## config.mk

```make
export PLATFORM = sky130hd
export DESIGN_NAME = maskshare_fifo_arb
export DESIGN_NICKNAME = d
export VERILOG_FILES = /design/src/rtl/maskshare_fifo_arb_pkg.sv /design/src/rtl/maskshare_fifo_arb_rr_pick.sv /design/src/rtl/maskshare_fifo_arb.sv
export SDC_FILE = /design/constraint.sdc
export NUM_CORES = 1
export LEC_CHECK = 0
export ABC_AREA = 1
export BUFFER_PORTS_ARGS = -buffer_cell sky130_fd_sc_hd__buf_2
export CELL_PAD_IN_SITES_DETAIL_PLACEMENT = 1
export CELL_PAD_IN_SITES_GLOBAL_PLACEMENT = 1
export CORE_ASPECT_RATIO = 0.75
export CORE_MARGIN = 2
export CORE_UTILIZATION = 22
export CTS_CLUSTER_SIZE = 28
export DETAILED_ROUTE_END_ITERATION = 6
export PLACE_DENSITY_LB_ADDON = 0.1
export SLEW_MARGIN = 10
export SYNTH_ARGS = -nofsm -noshare
export SYNTH_HDL_FRONTEND = slang
export SYNTH_SLANG_ARGS = --single-unit
```

## constraint.sdc

```tcl
create_clock -name clk -period 1.5 [get_ports clk]
set_input_delay 0.225 -clock clk [delete_from_list [all_inputs] [get_ports clk]]
set_output_delay 0.225 -clock clk [all_outputs]
set_load 0.02 [all_outputs]
```

## src/rtl/maskshare_fifo_arb_pkg.sv

```systemverilog
// maskshare_fifo_arb_pkg: arbiter FSM state encoding and statistics counter width
package maskshare_fifo_arb_pkg;
  typedef enum logic {MSA_IDLE = 1'b0, MSA_BUSY = 1'b1} msa_state_e;
  localparam int MSA_CNT_BW = 16;
endpackage

```

## src/rtl/maskshare_fifo_arb_rr_pick.sv

```systemverilog
// maskshare_fifo_arb_rr_pick: round-robin first-valid picker (rotate, find-first-one, un-rotate)
module maskshare_fifo_arb_rr_pick #(
  parameter int N  = 4,
  parameter int BW = 2
) (
  input  logic [N-1:0]  req,
  input  logic [BW-1:0] ptr,
  output logic          any,
  output logic [BW-1:0] idx
);
  logic [2*N-1:0] dbl;
  logic [N-1:0]   rot;
  logic [BW-1:0]  ffo;
  logic [BW:0]    sum;
  always_comb begin
    dbl = {req, req} >> ptr;
    rot = dbl[N-1:0];
    ffo = '0;
    for (int i = N - 1; i >= 0; i--) if (rot[i]) ffo = BW'(i);
    sum = {1'b0, ffo} + {1'b0, ptr};
    idx = (sum >= (BW+1)'(N)) ? BW'(sum - (BW+1)'(N)) : sum[BW-1:0];
    any = |req;
  end
endmodule

```

## src/rtl/maskshare_fifo_arb.sv

```systemverilog
// maskshare_fifo_arb: packet-locked round-robin arbiter for one FIFO write port
// `MASKSHARE_ARB_STATS_EN adds saturating pkt_cnt/stall_cnt outputs
module maskshare_fifo_arb
  import maskshare_fifo_arb_pkg::*;
#(
  parameter int NUM_REQ = 4,
  parameter int REQ_BW  = 2,
  parameter int DATA_BW = 8
) (
  input  logic                       clk,
  input  logic                       rst_n,
  input  logic                       abort,
  input  logic [NUM_REQ-1:0]         req_valid,
  input  logic [NUM_REQ-1:0]         req_last,
  input  logic [NUM_REQ*DATA_BW-1:0] req_data,
  output logic [NUM_REQ-1:0]         req_ready,
  output logic                       gnt_valid,
  output logic [REQ_BW-1:0]          gnt_idx,
  input  logic                       fifo_full,
  output logic                       fifo_push,
  output logic [DATA_BW-1:0]         fifo_wdata
`ifdef MASKSHARE_ARB_STATS_EN
  ,
  output logic [MSA_CNT_BW-1:0]      pkt_cnt,
  output logic [MSA_CNT_BW-1:0]      stall_cnt
`endif
);
  msa_state_e          state_q, state_d;
  logic [REQ_BW-1:0]   gnt_idx_q, gnt_idx_d, rr_ptr_q, rr_ptr_d, pick_idx;
  logic                pick_any, busy, accept, done;
  maskshare_fifo_arb_rr_pick #(.N(NUM_REQ), .BW(REQ_BW)) u_pick (
    .req(req_valid),
    .ptr(rr_ptr_q),
    .any(pick_any),
    .idx(pick_idx)
  );
  // Ready is withheld during abort so a requester never sees a beat taken that was not pushed
  always_comb begin
    busy       = state_q == MSA_BUSY;
    accept     = busy & req_valid[gnt_idx_q] & ~fifo_full & ~abort;
    done       = accept & req_last[gnt_idx_q];
    req_ready  = (busy & ~fifo_full & ~abort) ? (NUM_REQ'(1) << gnt_idx_q) : '0;
    fifo_push  = accept;
    fifo_wdata = accept ? req_data[gnt_idx_q*DATA_BW +: DATA_BW] : '0;
    gnt_valid  = busy;
    gnt_idx    = gnt_idx_q;
    state_d    = state_q;
    gnt_idx_d  = gnt_idx_q;
    rr_ptr_d   = rr_ptr_q;
    if (abort) state_d = MSA_IDLE;
    else if (!busy && pick_any) begin
      state_d   = MSA_BUSY;
      gnt_idx_d = pick_idx;
    end else if (done) begin
      state_d  = MSA_IDLE;
      rr_ptr_d = (gnt_idx_q == REQ_BW'(NUM_REQ - 1)) ? '0 : gnt_idx_q + REQ_BW'(1);
    end
  end
  always_ff @(posedge clk or negedge rst_n)
    if (!rst_n) begin
      state_q   <= MSA_IDLE;
      gnt_idx_q <= '0;
      rr_ptr_q  <= '0;
    end else begin
      state_q   <= state_d;
      gnt_idx_q <= gnt_idx_d;
      rr_ptr_q  <= rr_ptr_d;
    end
`ifdef MASKSHARE_ARB_STATS_EN
  logic [MSA_CNT_BW-1:0] pkt_cnt_q, pkt_cnt_d, stall_cnt_q, stall_cnt_d;
  always_comb begin
    pkt_cnt_d   = (done && !(&pkt_cnt_q)) ? pkt_cnt_q + 1'b1 : pkt_cnt_q;
    stall_cnt_d = (busy && req_valid[gnt_idx_q] && fifo_full && !(&stall_cnt_q)) ? stall_cnt_q + 1'b1 : stall_cnt_q;
  end
  always_ff @(posedge clk or negedge rst_n)
    if (!rst_n) begin
      pkt_cnt_q   <= '0;
      stall_cnt_q <= '0;
    end else begin
      pkt_cnt_q   <= pkt_cnt_d;
      stall_cnt_q <= stall_cnt_d;
    end
  assign pkt_cnt   = pkt_cnt_q;
  assign stall_cnt = stall_cnt_q;
`endif
endmodule

```

; After elaboration in Yosys (flattened, before gate mapping)
; Cells that the tools add are included.
[word_totals]
reg_bits = 5
out_inout_bits = 16
[classes]
addsub = 3
magnitude_cmp = 2
eq_ne = 1
n_shift = 3
mux = 15
bitwise = 9
n_reduce_logical = 6
[op_table]
columns = operator, n
row1 = 32-bit by 6-bit indexed part select with 8-bit output, 1
row2 = 2-bit two-way mux, 6
row3 = 8-bit two-way mux, 1
row4 = 8-bit by 2-bit right shift with 4-bit output, 1
row5 = 1-bit bitwise AND, 6
row6 = 1-bit two-way mux, 5
row7 = 1-bit binary-select mux with 2-bit select, 2
row8 = 4-bit two-way mux, 1
row9 = 4-bit OR reduction, 1
row10 = 1-bit by 2-bit left shift with 4-bit output (first input constant), 1
row11 = 2-bit by 2-bit adder with 3-bit output, 1
row12 = 3-bit greater-or-equal comparator (second input constant), 1
row13 = 2-bit by 3-bit < comparator with 1-bit output (second input constant), 1
row14 = 1-bit NOT, 3
row15 = 3-bit AND reduction, 1
row16 = 3-bit nonzero test, 1
row17 = 2-bit by 1-bit adder with 2-bit output (second input constant), 1
row18 = 2-bit equality test (second input constant), 1
row19 = 2-bit AND reduction, 1
row20 = 2-bit by 1-bit subtractor with 2-bit output (second input constant), 1
row21 = 1-bit logical AND, 1
row22 = 1-bit logical NOT, 1

; Depth between registers and ports, before layout
; Gate-level depths: netlist of the first run.
[logic_depth]
depth_word = 9
depth_mapped = 12
depth_no_buf = 12

; Cells and area by module
; Synthesis of the first run repeated with hierarchy kept, for this count alone.
[unflattened]
hier_cells = 158
area_unflattened_um2 = 870.8
[by_module_without_submodules]
columns = mod, n_inst, cells_each, area_per_inst_um2, seq_area_each_um2
row1 = maskshare_fifo_arb, 1, 123, 703.2, 125.1
row2 = maskshare_fifo_arb_rr_pick, 1, 35, 167.7, 0.0

; Worst setup path after synthesis of the first run
; OpenSTA, ideal clock, no wires.
[synth_timing]
path_type = register -> output
start = register gnt_idx_q[0], in the netlist gnt_idx[0]
end = output req_ready[2]
arrival_time_ns = 1.445
required_time_ns = 1.275
slack_ns = -0.170
path_stages_with_launch = 7
path_buffers = 2
cell_sequence = dfrtp_1 inv_1 buf_2 buf_2 ha_1 inv_1 nor2_1
[synth_between]
elab_chain_len = 2
[synth_rtl]
columns = item, line_no
row1 = from (decl), maskshare_fifo_arb.sv:29  ; logic [REQ_BW-1:0] gnt_idx_q, gnt_idx_d, rr_ptr_q, rr_ptr_d, pick_idx;
row2 = from (signal assigned), maskshare_fifo_arb.sv:66  ; gnt_idx_q <= gnt_idx_d;
row3 = 1-bit by 2-bit left shift with 4-bit output, maskshare_fifo_arb.sv:42  ; req_ready = (busy & ~fifo_full & ~abort) ? (NUM_REQ'(1) << gnt_idx_q) : '0;
row4 = 4-bit two-way mux, maskshare_fifo_arb.sv:42
row5 = to (decl), maskshare_fifo_arb.sv:16  ; output logic [NUM_REQ-1:0] req_ready,
; Every way passes these cells.

; Worst setup path in the final report of the first run
[layout_timing]
start = register gnt_idx_q[0], in the netlist gnt_idx[0]
end = output fifo_wdata[1]
[layout_between]
elab_chain_len = 6
word_cells_on_any_way = 7
cone_classes = 1 x shift / 3 x mux / 3 x bitwise
[layout_rtl]
columns = item, line_no
row1 = 1-bit binary-select mux with 2-bit select, maskshare_fifo_arb.sv:40  ; accept = busy & req_valid[gnt_idx_q] & ~fifo_full & ~abort;
row2 = 1-bit two-way mux (not written as such), maskshare_fifo_arb.sv:40
row3 = 1-bit bitwise AND (3 in a row), maskshare_fifo_arb.sv:40
row4 = 8-bit two-way mux (*), maskshare_fifo_arb.sv:44  ; fifo_wdata = accept ? req_data[gnt_idx_q*DATA_BW +: DATA_BW] : '0;
row5 = to (decl), maskshare_fifo_arb.sv:21  ; output logic [DATA_BW-1:0] fifo_wdata
; Every way passes the cells marked *; elsewhere a longest branch is shown, timed or not. The select of a mux whose other input is x is not followed.

==> results.py, run 1 <==
metrics = {
    "power": {
        "ir_worst_vdd_mv": 0.793,
        "leakage_nw": 0.791,
        "p_clk_share_pct": 10.1,
        "pwr-share-seq_pct": 13.9,
        "combPwrFrac_pct": 76.0,
        "p_sw_share_pct": 51.7,
        "intPower_mw": 1.20,
        "p_switching_mw": 1.28,
        "power_density_mw_per_mm2": 1600,
    },
    "timing": {
        "hold_slack_ns": 0.350,
        "hold_viol": 0,
        "fin_skew_ns": 0.00278,
        "period_needed_ns": 1.68,
        "post-route-period-util_pct": 112,
        "slew_headroom_pct": 84.1,
        "finalSetupViolCount": 14,
        "slew_viol_final": 0,
        "rsz0062_at_grt": "yes",
        "fmax_mhz": 596,
        "fin_ws_ns": -0.178,
        "tightest_slew_ns": 0.235,
        "fin_tns_setup_ns": -1.89,
    },
    "drt": {
        "drc": 0,
        "drt_iter0_markers": 70,
        "wl_per_cell_um": 12.8,
        "vias": 1264,
        "postRouteAntennaNets": 0,
        "vias_per_cell": 4.55,
        "firstDrtPassIters": 4,
        "drt_wl_total_mm": 3.55,
    },
    "grt": {
        "grtUsageTotal_pct": 17.2,
        "grt_overflow_total": 0,
        "grt_pass1_vias": 1338,
        "grt_max_degree": 17,
        "antenna_found_initial": 0,
        "grt_first_pass_wirelength_mm": 5.85,
    },
    "worst_setup_path": {
        "cp_common_cell": "a21oi_2",
        "cp_slowest_stage_delay_ns": 0.47,
        "crit_family": "flip-flops",
        "path_cells": "a21oi_2 > o21ai_1 > nand2_1 > nand2_2 > buf_12 > a21oi_2 > buf_4",
        "arrival_ns": 1.45,
        "cpMaxStageDelayCell": "dfrtp_2",
        "path_buf_inv": 2,
        "worstPathRequired_ns": 1.27,
        "worst_setup_path_start_kind": "flop",
        "cp-end-kind": "primary output",
        "worstPathMaxFanout": 10,
        "critPathKind": "reg -> out",
    },
    "layout": {
        "antenna_cells": 0,
        "layout.cells.non_filler": 278,
        "stdcell_area_sq_mm": 0.00155,
        "synthToLayoutAreaGrowth_pct": 83.2,
        "layout-drive-gt1-share_pct": 53.1,
        "nNetsFinal": 276,
        "post-route-util_pct": 42.2,
    },
    "cts": {
        "cts_made_buffers": 3,
        "clk_latency_ns": 0.22,
        "cts.htree.levels": 1,
        "cts_tree": "built",
        "clkTransAtPathRegs_ns": 0.04,
        "clockBufferDepth": 2,
        "cts-root-buf": "clkbuf_8",
        "cts_sinks": 5,
    },
    "place": {
        "dp.cells": 271,
        "placedInstanceArea_sq_mm": 0.00134,
        "routabilityCongestion": 0.863,
        "portBuffers": 59,
        "hpwl_mm": 3.01,
    },
    "status": {
        "status": "finished, violations left",
        "violations": "setup timing",
    },
    "floorplanning": {
        "boundaryPins": 60,
        "dieWidth_um": 75.5,
        "die_area_sq_mm": 0.00435,
        "die_y_um": 57.6,
        "core.rowCount": 19,
        "coreArea_sq_mm": 0.00366,
        "start_util_pct": 23.0,
    },
    "yosys": {
        "ys_ff_latch": 5,
        "seq_area_frac_synth_pct": 14.8,
        "ys_types": 19,
        "syn-cell-area_sq_um": 843,
        "synth_edf_count": 0,
        "ys_warn_count": 0,
        "synthCells": 152,
        "syn_area_per_cell_sq_um": 5.55,
        "synth_fp_nets": 201,
        "synthFlopType": "dfrtp_1",
        "synthArstFlopShare_pct": 100,
    },
    "flow_run": {
        "drv_cap": 0,
    },
    "min_path": {
        "hold_class": "in -> async",
    },
}
==> power by group through the flow <==
stage,clock network (mW),registers (mW),logic [mW]
6_report,0.250,0.344,1.88
5_1_grt,0.270,0.365,2.11
4_1_cts,0.255,0.331,1.83
3_5_place_dp,0,0.314,1.67
3_3_place_gp,0,0.307,1.59
2_1_floorplan,0,0.331,1.09
==> final timing paths <==
| path | from | to | slack (ns) | cells after the start |
|---|---|---|---|---|
| min reg2reg | gnt_valid | gnt_valid | 0.71 | 3 |
| max reg2reg | rr_ptr_q[0] | gnt_idx[1] | -0.13 | 11 |
| min | rst_n | gnt_valid | 0.35 | 2 |
| min in group clk | abort | gnt_valid | 0.45 | 5 |
| max in group asynchronous | rst_n | rr_ptr_q[0] | 1.00 | 2 |
| max | gnt_idx[0] | fifo_wdata[1] | -0.18 | 7 |
==> repair_timing <==
item / CTS / global route
hold endpoints to repair: 5 / 0
resized for setup: 36 / 13
setup buffers: 2 / 0
pin swaps: 1 / 4
hold buffers: 1 / 0
endpoints found under the setup margin: 15 / 18
==> cell usage in the layout (no fill, tap or decap), types with 2 or more instances in the layout <==
cell type | netlist | routed
a21oi_2 | 0 | 7
ha_1 | 5 | 3
a21oi_4 | 0 | 2
o21ai_1 | 5 | 9
nand2_1 | 24 | 19
dfrtp_2 | 0 | 4
buf_2 | 2 | 49
clkbuf_8 | 0 | 3
buf_4 | 3 | 19
ha_2 | 0 | 2
buf_12 | 0 | 2
nand3_1 | 14 | 11
nor2_1 | 41 | 38
nor2_4 | 1 | 4
o21ai_0 | 17 | 12
buf_6 | 2 | 5
inv_1 | 16 | 11
inv_2 | 2 | 4
nand2_2 | 1 | 5
o21ai_2 | 2 | 3
inv_4 | 0 | 2
nand3_2 | 0 | 3
==> synthesized netlist by cell type, types with 2 or more instances <==
library cell | n | area share, %
ha_1 | 5 | 7.4
nand2_1 | 24 | 11
buf_6 | 2 | 2.7
nand3_1 | 14 | 8.3
buf_2 | 2 | 1.2
o21ai_1 | 5 | 3.0
buf_4 | 3 | 2.7
o21ai_0 | 17 | 10
inv_2 | 2 | 0.89
nor2_1 | 41 | 18
o21ai_2 | 2 | 2.1
dfrtp_1 | 5 | 15
a21oi_1 | 9 | 5.3
inv_1 | 16 | 7.1
==> per-layer routing <==
layer | part of all wire (%) | vias to the layer above | global-route usage, % | wire, um
met2 | 48 | 39 | 28.7 | 1720
met5 | 0 | - | 0 | 0
met1 | 46 | 586 | 23.9 | 1630
met4 | 0.85 | 0 | 3.01 | 30
met3 | 4.6 | 4 | 2.78 | 164
li1 | - | 635 | - | -
==> registers in the layout (all words and copies together), names as in the netlist <==
name       count
rr_ptr_q       2
gnt_valid      1
gnt_idx        2
==> stage by stage <==
stage	worst slack (ns)	total power, mW
floorplan	0.00748	1.42
global route	-0.247	2.74
finish	-0.178	2.48
CTS	-0.169	2.42
global placement	-0.0831	1.90
detailed placement	-0.236	1.98
==> logic make-up after synthesis <==
| family | share of synthesized area [%] |
|---|---|
| flops | 14.8 |
| buf+inv | 14.5 |
| fa+ha+maj | 7.42 |
| compound gates | 22.8 |
| simple gates | 39.3 |
| xor+xnor | 1.04 |
==> cell type report <==
cell class	count	area, sq um
sequential	5	130
tap	52	65.1
fill	500	2120
multi-input combinational	122	719
timing repair buffer	77	509
inverter	18	76.3
clock buffer	4	45.0
No activity file was read; power rests on OpenSTA's default activity.
==> run 2, diff against run 1 <==
--- a/config.mk
+++ b/config.mk
@@ -11,7 +11,8 @@
 export CELL_PAD_IN_SITES_GLOBAL_PLACEMENT = 1
 export CORE_ASPECT_RATIO = 0.75
 export CORE_MARGIN = 2
-export CORE_UTILIZATION = 22
+export CORE_UTILIZATION = 23
+export CTS_BUF_LIST = sky130_fd_sc_hd__clkbuf_4 sky130_fd_sc_hd__clkbuf_8
 export CTS_CLUSTER_SIZE = 28
 export DETAILED_ROUTE_END_ITERATION = 6
 export PLACE_DENSITY_LB_ADDON = 0.1
==> run 2 against run 1 <==
  * The flow still finishes with violations (setup timing)
  * Critical path depth is 1 lower
  * Setup slack worse by 0.0080 ns
  * Cell count is 0.36% lower
  * Worst hold slack worse by 0.014 ns
  * First-iteration DRC count is 54% lower
  * Total power is 6.1% higher
  * Sequential cell count stayed put
  * Register-to-register slack worse by 0.02 ns
  * Sequential share of layout area is 0.12 points lower
  * Sequential power is 2% higher
  * Routed wire length is 0.42% higher
  * Clock skew is 0.0023 ns lower
==> results.py, run 2 (synthesized netlist as in run 1, its figures left out) <==
metrics = {
    "layout": {
        "nNetsFinal": 275,
        "antenna_cells": 0,
        "post-route-util_pct": 43.7,
        "regArea_sq_um": 130,
        "layout-drive-gt1-share_pct": 55.6,
        "layout_common_cells": "buf_2 (49), nor2_1 (38), buf_4 (20)",
        "multi_input_area_sq_um": 737,
        "fill_cells": 483,
        "synthToLayoutAreaGrowth_pct": 85.9,
        "layout_commonest_cell": "buf_2",
    },
    "worst_setup_path": {
        "cp-end-kind": "primary output",
        "worstPathRequired_ns": 1.27,
        "worst_setup_path_start_kind": "flop",
        "arrival_ns": 1.46,
        "path_cells": "inv_1 > buf_12 > ha_1 > inv_1 > nor2_4 > buf_2",
        "cp_common_cell": "inv_1",
        "worstPathMaxFanout": 22,
        "cp_slowest_stage_delay_ns": 0.49,
        "cpMaxStageDelayCell": "dfrtp_2",
        "critPathKind": "reg -> out",
    },
    "grt": {
        "grt_max_degree": 23,
        "grtUsageTotal_pct": 16.7,
        "grt_overflow_total": 0,
        "antenna_found_initial": 0,
        "grt_first_pass_wirelength_mm": 5.42,
        "grt_pass1_vias": 1209,
    },
    "floorplanning": {
        "die_y_um": 56.4,
        "dieWidth_um": 73.9,
        "start_util_pct": 23.5,
        "coreArea_sq_mm": 0.00359,
        "die_area_sq_mm": 0.00417,
        "boundaryPins": 60,
        "core.rowCount": 19,
    },
    "status": {
        "violations": "setup timing",
        "status": "finished, violations left",
    },
    "timing": {
        "fin_skew_ns": 0.000455,
        "finalSetupViolCount": 14,
        "fin_ws_ns": -0.186,
        "post-route-period-util_pct": 112,
        "rsz0062_at_grt": "yes",
        "tightest_slew_ns": 0.219,
        "period_needed_ns": 1.69,
        "slew_viol_final": 0,
        "slew_headroom_pct": 85.2,
        "fmax_mhz": 593,
        "hold_viol": 0,
    },
    "power": {
        "leakage_nw": 0.806,
        "power_density_mw_per_mm2": 1680,
        "ir_worst_vdd_mv": 0.709,
        "power.total_mw": 2.63,
    },
    "drt": {
        "vias_per_cell": 4.53,
        "drt_wl_total_mm": 3.56,
        "vias": 1256,
        "firstDrtPassIters": 4,
        "wl_per_cell_um": 12.9,
        "postRouteAntennaNets": 0,
        "drc": 0,
        "drt_iter0_markers": 32,
    },
    "min_path": {
        "hold_class": "in -> async",
    },
    "cts": {
        "clk_latency_ns": 0.22,
        "clkTransAtPathRegs_ns": 0.04,
        "cts-root-buf": "clkbuf_8",
        "clockBufferDepth": 2,
        "cts_sinks": 5,
        "cts_tree": "built",
        "cts.htree.levels": 1,
        "cts_made_buffers": 3,
    },
    "place": {
        "routabilityCongestion": 0.737,
        "portBuffers": 59,
        "hpwl_mm": 2.73,
    },
    "flow_run": {
        "drv_cap": 0,
    },
}
run 2: changes by cell type in the layout (fill, tap and decap cells not counted), moves of 2 or more:
cell,previous run,this run
o21ai_0,12,6
o21ai_1,9,15
nand2_1,19,15
buf_6,5,2
nand3_1,11,8
nand3_2,3,6
a21oi_2,7,9
a21oi_4,2,0
inv_2,4,2
nand2_2,5,7
nand2_4,1,3
run 2: area by class of cell:
type                    count  share of cell area (%)
well taps                  52                    4.15
multi-input cells         122                    47.0
clock buffers               4                    3.11
inverters                  18                    5.03
flip-flops and latches      5                    8.30
repair buffers             76                    32.4
run 2: worst max-delay path, delay by kind of cell, from the launching register on:
family,cells,cell delay (ns)
and+or+nand+nor,1,0.04
adders and majority gates,1,0.19
DFF,1,0.49
buffers and inverters,4,0.52
run 2: report_power, final:
part	leakage (nW)	internal, mW	switching [mW]
clock	0.0262	0.201	0.0703
sequential	0.0564	0.206	0.146
combinational	0.723	0.875	1.13
total	0.806	1.28	1.35
run 2: per-layer routing:
layer	up-vias	wire length, um	GRT usage (%)
met1	587	1640	23.0
met5	-	0	0
met3	6	144	3.41
met2	33	1730	27.3
li1	630	-	-
met4	0	54	2.34
run 2: path summary, 6_finish.rpt:
kind / depth (start not counted) / end / slack, ns / startpoint
worst min-delay path: 2 / gnt_valid / 0.34 / rst_n
worst max register to register: 11 / gnt_idx[1] / -0.15 / rr_ptr_q[0]
worst max-delay path: 6 / req_ready[0] / -0.19 / gnt_idx[0]
max in group asynchronous: 2 / gnt_idx[1] / 1.02 / rst_n
worst min register to register: 2 / gnt_valid / 0.61 / gnt_valid
min in group clk: 4 / gnt_valid / 0.34 / abort
run 2: through the flow:
stage	std cells	setup TNS [ns]	setup WS [ns]	area, sq um	hold slack, ns
finish	277	-2.14	-0.186	1570	0.336
global route	277	-3.28	-0.264	1570	0.354
CTS	275	-1.95	-0.167	1430	0.336
detailed placement	269	-0.323	-0.230	1320	0.0454
global placement	269	-0.0768	-0.0768	1320	0.0455
floorplan	152	0	0.00748	895	-0.0706
run 2: what timing repair did:
action	in CTS	in global routing
pin swaps	1	5
setup buffers	1	1
endpoints found under the hold margin	5	0
gates resized for setup	19	39
hold buffers	1	0
cloned	0	1
endpoints found under the setup margin	15	16
==> run 3, diff against run 2 <==
--- a/config.mk
+++ b/config.mk
@@ -11,7 +11,7 @@
 export CELL_PAD_IN_SITES_GLOBAL_PLACEMENT = 1
 export CORE_ASPECT_RATIO = 0.75
 export CORE_MARGIN = 2
-export CORE_UTILIZATION = 23
+export CORE_UTILIZATION = 26
 export CTS_BUF_LIST = sky130_fd_sc_hd__clkbuf_4 sky130_fd_sc_hd__clkbuf_8
 export CTS_CLUSTER_SIZE = 28
 export DETAILED_ROUTE_END_ITERATION = 6
==> constraint.sdc (replaced) <==
create_clock -name clk -period 1.71 [get_ports clk]
set_input_delay 0.2565 -clock clk [delete_from_list [all_inputs] [get_ports clk]]
set_output_delay 0.2565 -clock clk [all_outputs]
set_load 0.02 [all_outputs]
==> run 3 against run 2 <==
  * The flow still finishes with violations (setup timing)
  * Cell count down 4.7%
  * Critical path type unchanged
  * Largest cell class unchanged
  * Clock skew increased by 0.00051 ns
  * Register-to-register slack improved by 0.17 ns
  * Worst hold slack improved by 0.013 ns
  * Largest power group unchanged
  * Clock power shrank 11%
  * Die area decreased by 11%
  * Highest routed layer unchanged
  * Sequential share of layout area rose by 0.59 points
==> results.py, run 3 (synthesized netlist as in run 1, its figures left out) <==
metrics = {
    "drt": {
        "route.met2.wl_mm": 1.81,
        "drt_iter0_markers": 45,
        "top_layer_used": "met4",
        "drc": 0,
        "met3_length_um": 226,
        "firstDrtPassIters": 4,
        "vias": 1271,
        "vias_per_cell": 4.81,
        "drt_wl_total_mm": 3.77,
        "drt-met1-wl_mm": 1.61,
        "postRouteAntennaNets": 0,
        "wl_per_cell_um": 14.3,
    },
    "worst_setup_path": {
        "cp-end-kind": "primary output",
        "worstRegToRegCells": 11,
        "cp_slowest_stage_delay_ns": 0.47,
        "r2r_end": "gnt_idx[1]",
        "worstSetupStartpoint": "gnt_idx[1]",
        "critPathKind": "reg -> out",
        "path_cells": "a21oi_2 > o21ai_1 > nand2_2 > nand2_2 > a21oi_2 > buf_4",
        "r2r_slack_ns": 0.02,
        "endpoint": "fifo_wdata[4]",
        "r2r-start": "rr_ptr_q[0]",
        "arrival_ns": 1.50,
        "worstPathMaxFanout": 6,
        "worst_setup_path_start_kind": "flop",
        "worstPathRequired_ns": 1.45,
        "cpMaxStageDelayCell": "dfrtp_2",
    },
    "layout": {
        "antenna_cells": 0,
        "layout_commonest_cell": "buf_2",
        "layout-drive-gt1-share_pct": 53.1,
        "layout_common_cells": "buf_2 (51), nor2_1 (40), buf_4 (21)",
        "synthToLayoutAreaGrowth_pct": 73.6,
        "nNetsFinal": 276,
    },
    "timing": {
        "slew_headroom_pct": 81.5,
        "post-route-period-util_pct": 103,
        "rsz0062_at_grt": "yes",
        "fmax_mhz": 568,
        "fin_skew_ns": 0.000966,
        "fin_ws_ns": -0.0500,
        "hold_viol": 0,
        "tightest_slew_ns": 0.275,
        "period_needed_ns": 1.76,
        "finalSetupViolCount": 9,
        "fin_tns_setup_ns": -0.278,
        "slew_viol_final": 0,
    },
    "cts": {
        "cts_sinks": 5,
        "clkTransAtPathRegs_ns": 0.04,
        "clockBufferDepth": 2,
        "cts-root-buf": "clkbuf_8",
        "cts.htree.levels": 1,
        "clk_latency_ns": 0.23,
        "cts_made_buffers": 3,
        "cts_tree": "built",
    },
    "grt": {
        "grtUsageTotal_pct": 19.2,
        "grt_overflow_total": 0,
        "grt_pass1_vias": 1249,
        "antenna_found_initial": 0,
        "grt_max_degree": 19,
        "grt_first_pass_wirelength_mm": 5.52,
    },
    "floorplanning": {
        "die_y_um": 53.3,
        "coreArea_sq_mm": 0.00302,
        "boundaryPins": 60,
        "start_util_pct": 27.9,
        "core.rowCount": 17,
        "dieWidth_um": 69.8,
        "die_area_sq_mm": 0.00372,
    },
    "power": {
        "leakage_nw": 0.786,
        "p_sw_share_pct": 52.3,
        "intPower_mw": 1.08,
        "pwr-share-seq_pct": 12.9,
        "p_clk_share_pct": 10.8,
        "p_switching_mw": 1.18,
        "ir_worst_vdd_mv": 0.590,
        "combPwrFrac_pct": 76.4,
        "power_density_mw_per_mm2": 1540,
    },
    "status": {
        "violations": "setup timing",
        "status": "finished, violations left",
    },
    "min_path": {
        "hold_class": "in -> reg",
    },
    "place": {
        "routabilityCongestion": 0.836,
        "portBuffers": 59,
        "post-place-ws_ns": -0.0247,
        "hpwl_mm": 2.70,
    },
    "flow_run": {
        "drv_cap": 0,
    },
}
## run 3: changes by cell type in the layout (fill, tap and decap cells not counted), sizes merged
cell,previous run,this run
buf,74,75
clkbuf,5,4
clkinvlp,1,0
inv,17,18
nand2,25,26
## run 3: worst min-delay path by stage
stage | startpoint | slack, ns | depth (start not counted) | end
finish | abort | 0.35 | 4 | gnt_valid
global route | abort | 0.39 | 4 | gnt_valid
CTS | abort | 0.34 | 4 | gnt_valid
detailed placement | rst_n | 0.08 | 1 | gnt_valid
global placement | rst_n | 0.08 | 1 | gnt_valid
floorplan | rst_n | -0.04 | 0 | gnt_idx[0]
## run 3: per-layer routing
metal | vias up | GRT usage [%]
li1 | 636 | -
met4 | 0 | 11.2
met5 | - | 0
met3 | 11 | 3.81
met2 | 44 | 32.7
met1 | 580 | 22.8
## run 3: final cells by class
cell class / count / area [sq um]
Fill cell: 443 / 1560
Multi-Input combinational cell: 123 / 702
Timing Repair Buffer: 76 / 460
Sequential cell: 5 / 130
Inverter: 18 / 75.1
Clock buffer: 4 / 48.8
Tap cell: 38 / 47.5
## run 3: worst max-delay path, delay by kind of cell (launching register included)
family	cells	cell delay [ns]
DFF	1	0.47
AOI/OAI and AO/OA	3	0.41
and+or+nand+nor	2	0.24
buffers and inverters	1	0.15
## run 3: what timing repair did
| action | 4_1_cts | 5_1_grt |
|---|---|---|
| cloned | 0 | 1 |
| pin swaps | 0 | 9 |
| gates resized for setup | 14 | 37 |
| hold buffers | 1 | 0 |
| hold endpoints to repair | 5 | 0 |
| setup buffers | 5 | 3 |
| setup endpoints to repair | 12 | 13 |
## run 3: through the flow
stage | cells | utilization (%) | power (mW) | hold slack, ns | area, sq um
2_1_floorplan | 152 | - | 1.16 | -0.0391 | 843
3_3_place_gp | 250 | 39.4 | 1.48 | 0.0770 | 1190
3_5_place_dp | 250 | 39.4 | 1.55 | 0.0800 | 1190
4_1_cts | 260 | 43.7 | 1.93 | 0.336 | 1320
5_1_grt | 264 | 48.5 | 2.46 | 0.392 | 1460
6_report | 264 | 48.5 | 2.25 | 0.349 | 1460
## run 3: power by group through the flow
stage	Sequential (mW)	Clock, mW	Combinational [mW]
3_5_place_dp	0.257	0	1.29
3_3_place_gp	0.250	0	1.24
5_1_grt	0.302	0.255	1.90
4_1_cts	0.256	0.245	1.43
2_1_floorplan	0.281	0	0.884
6_report	0.290	0.242	1.72
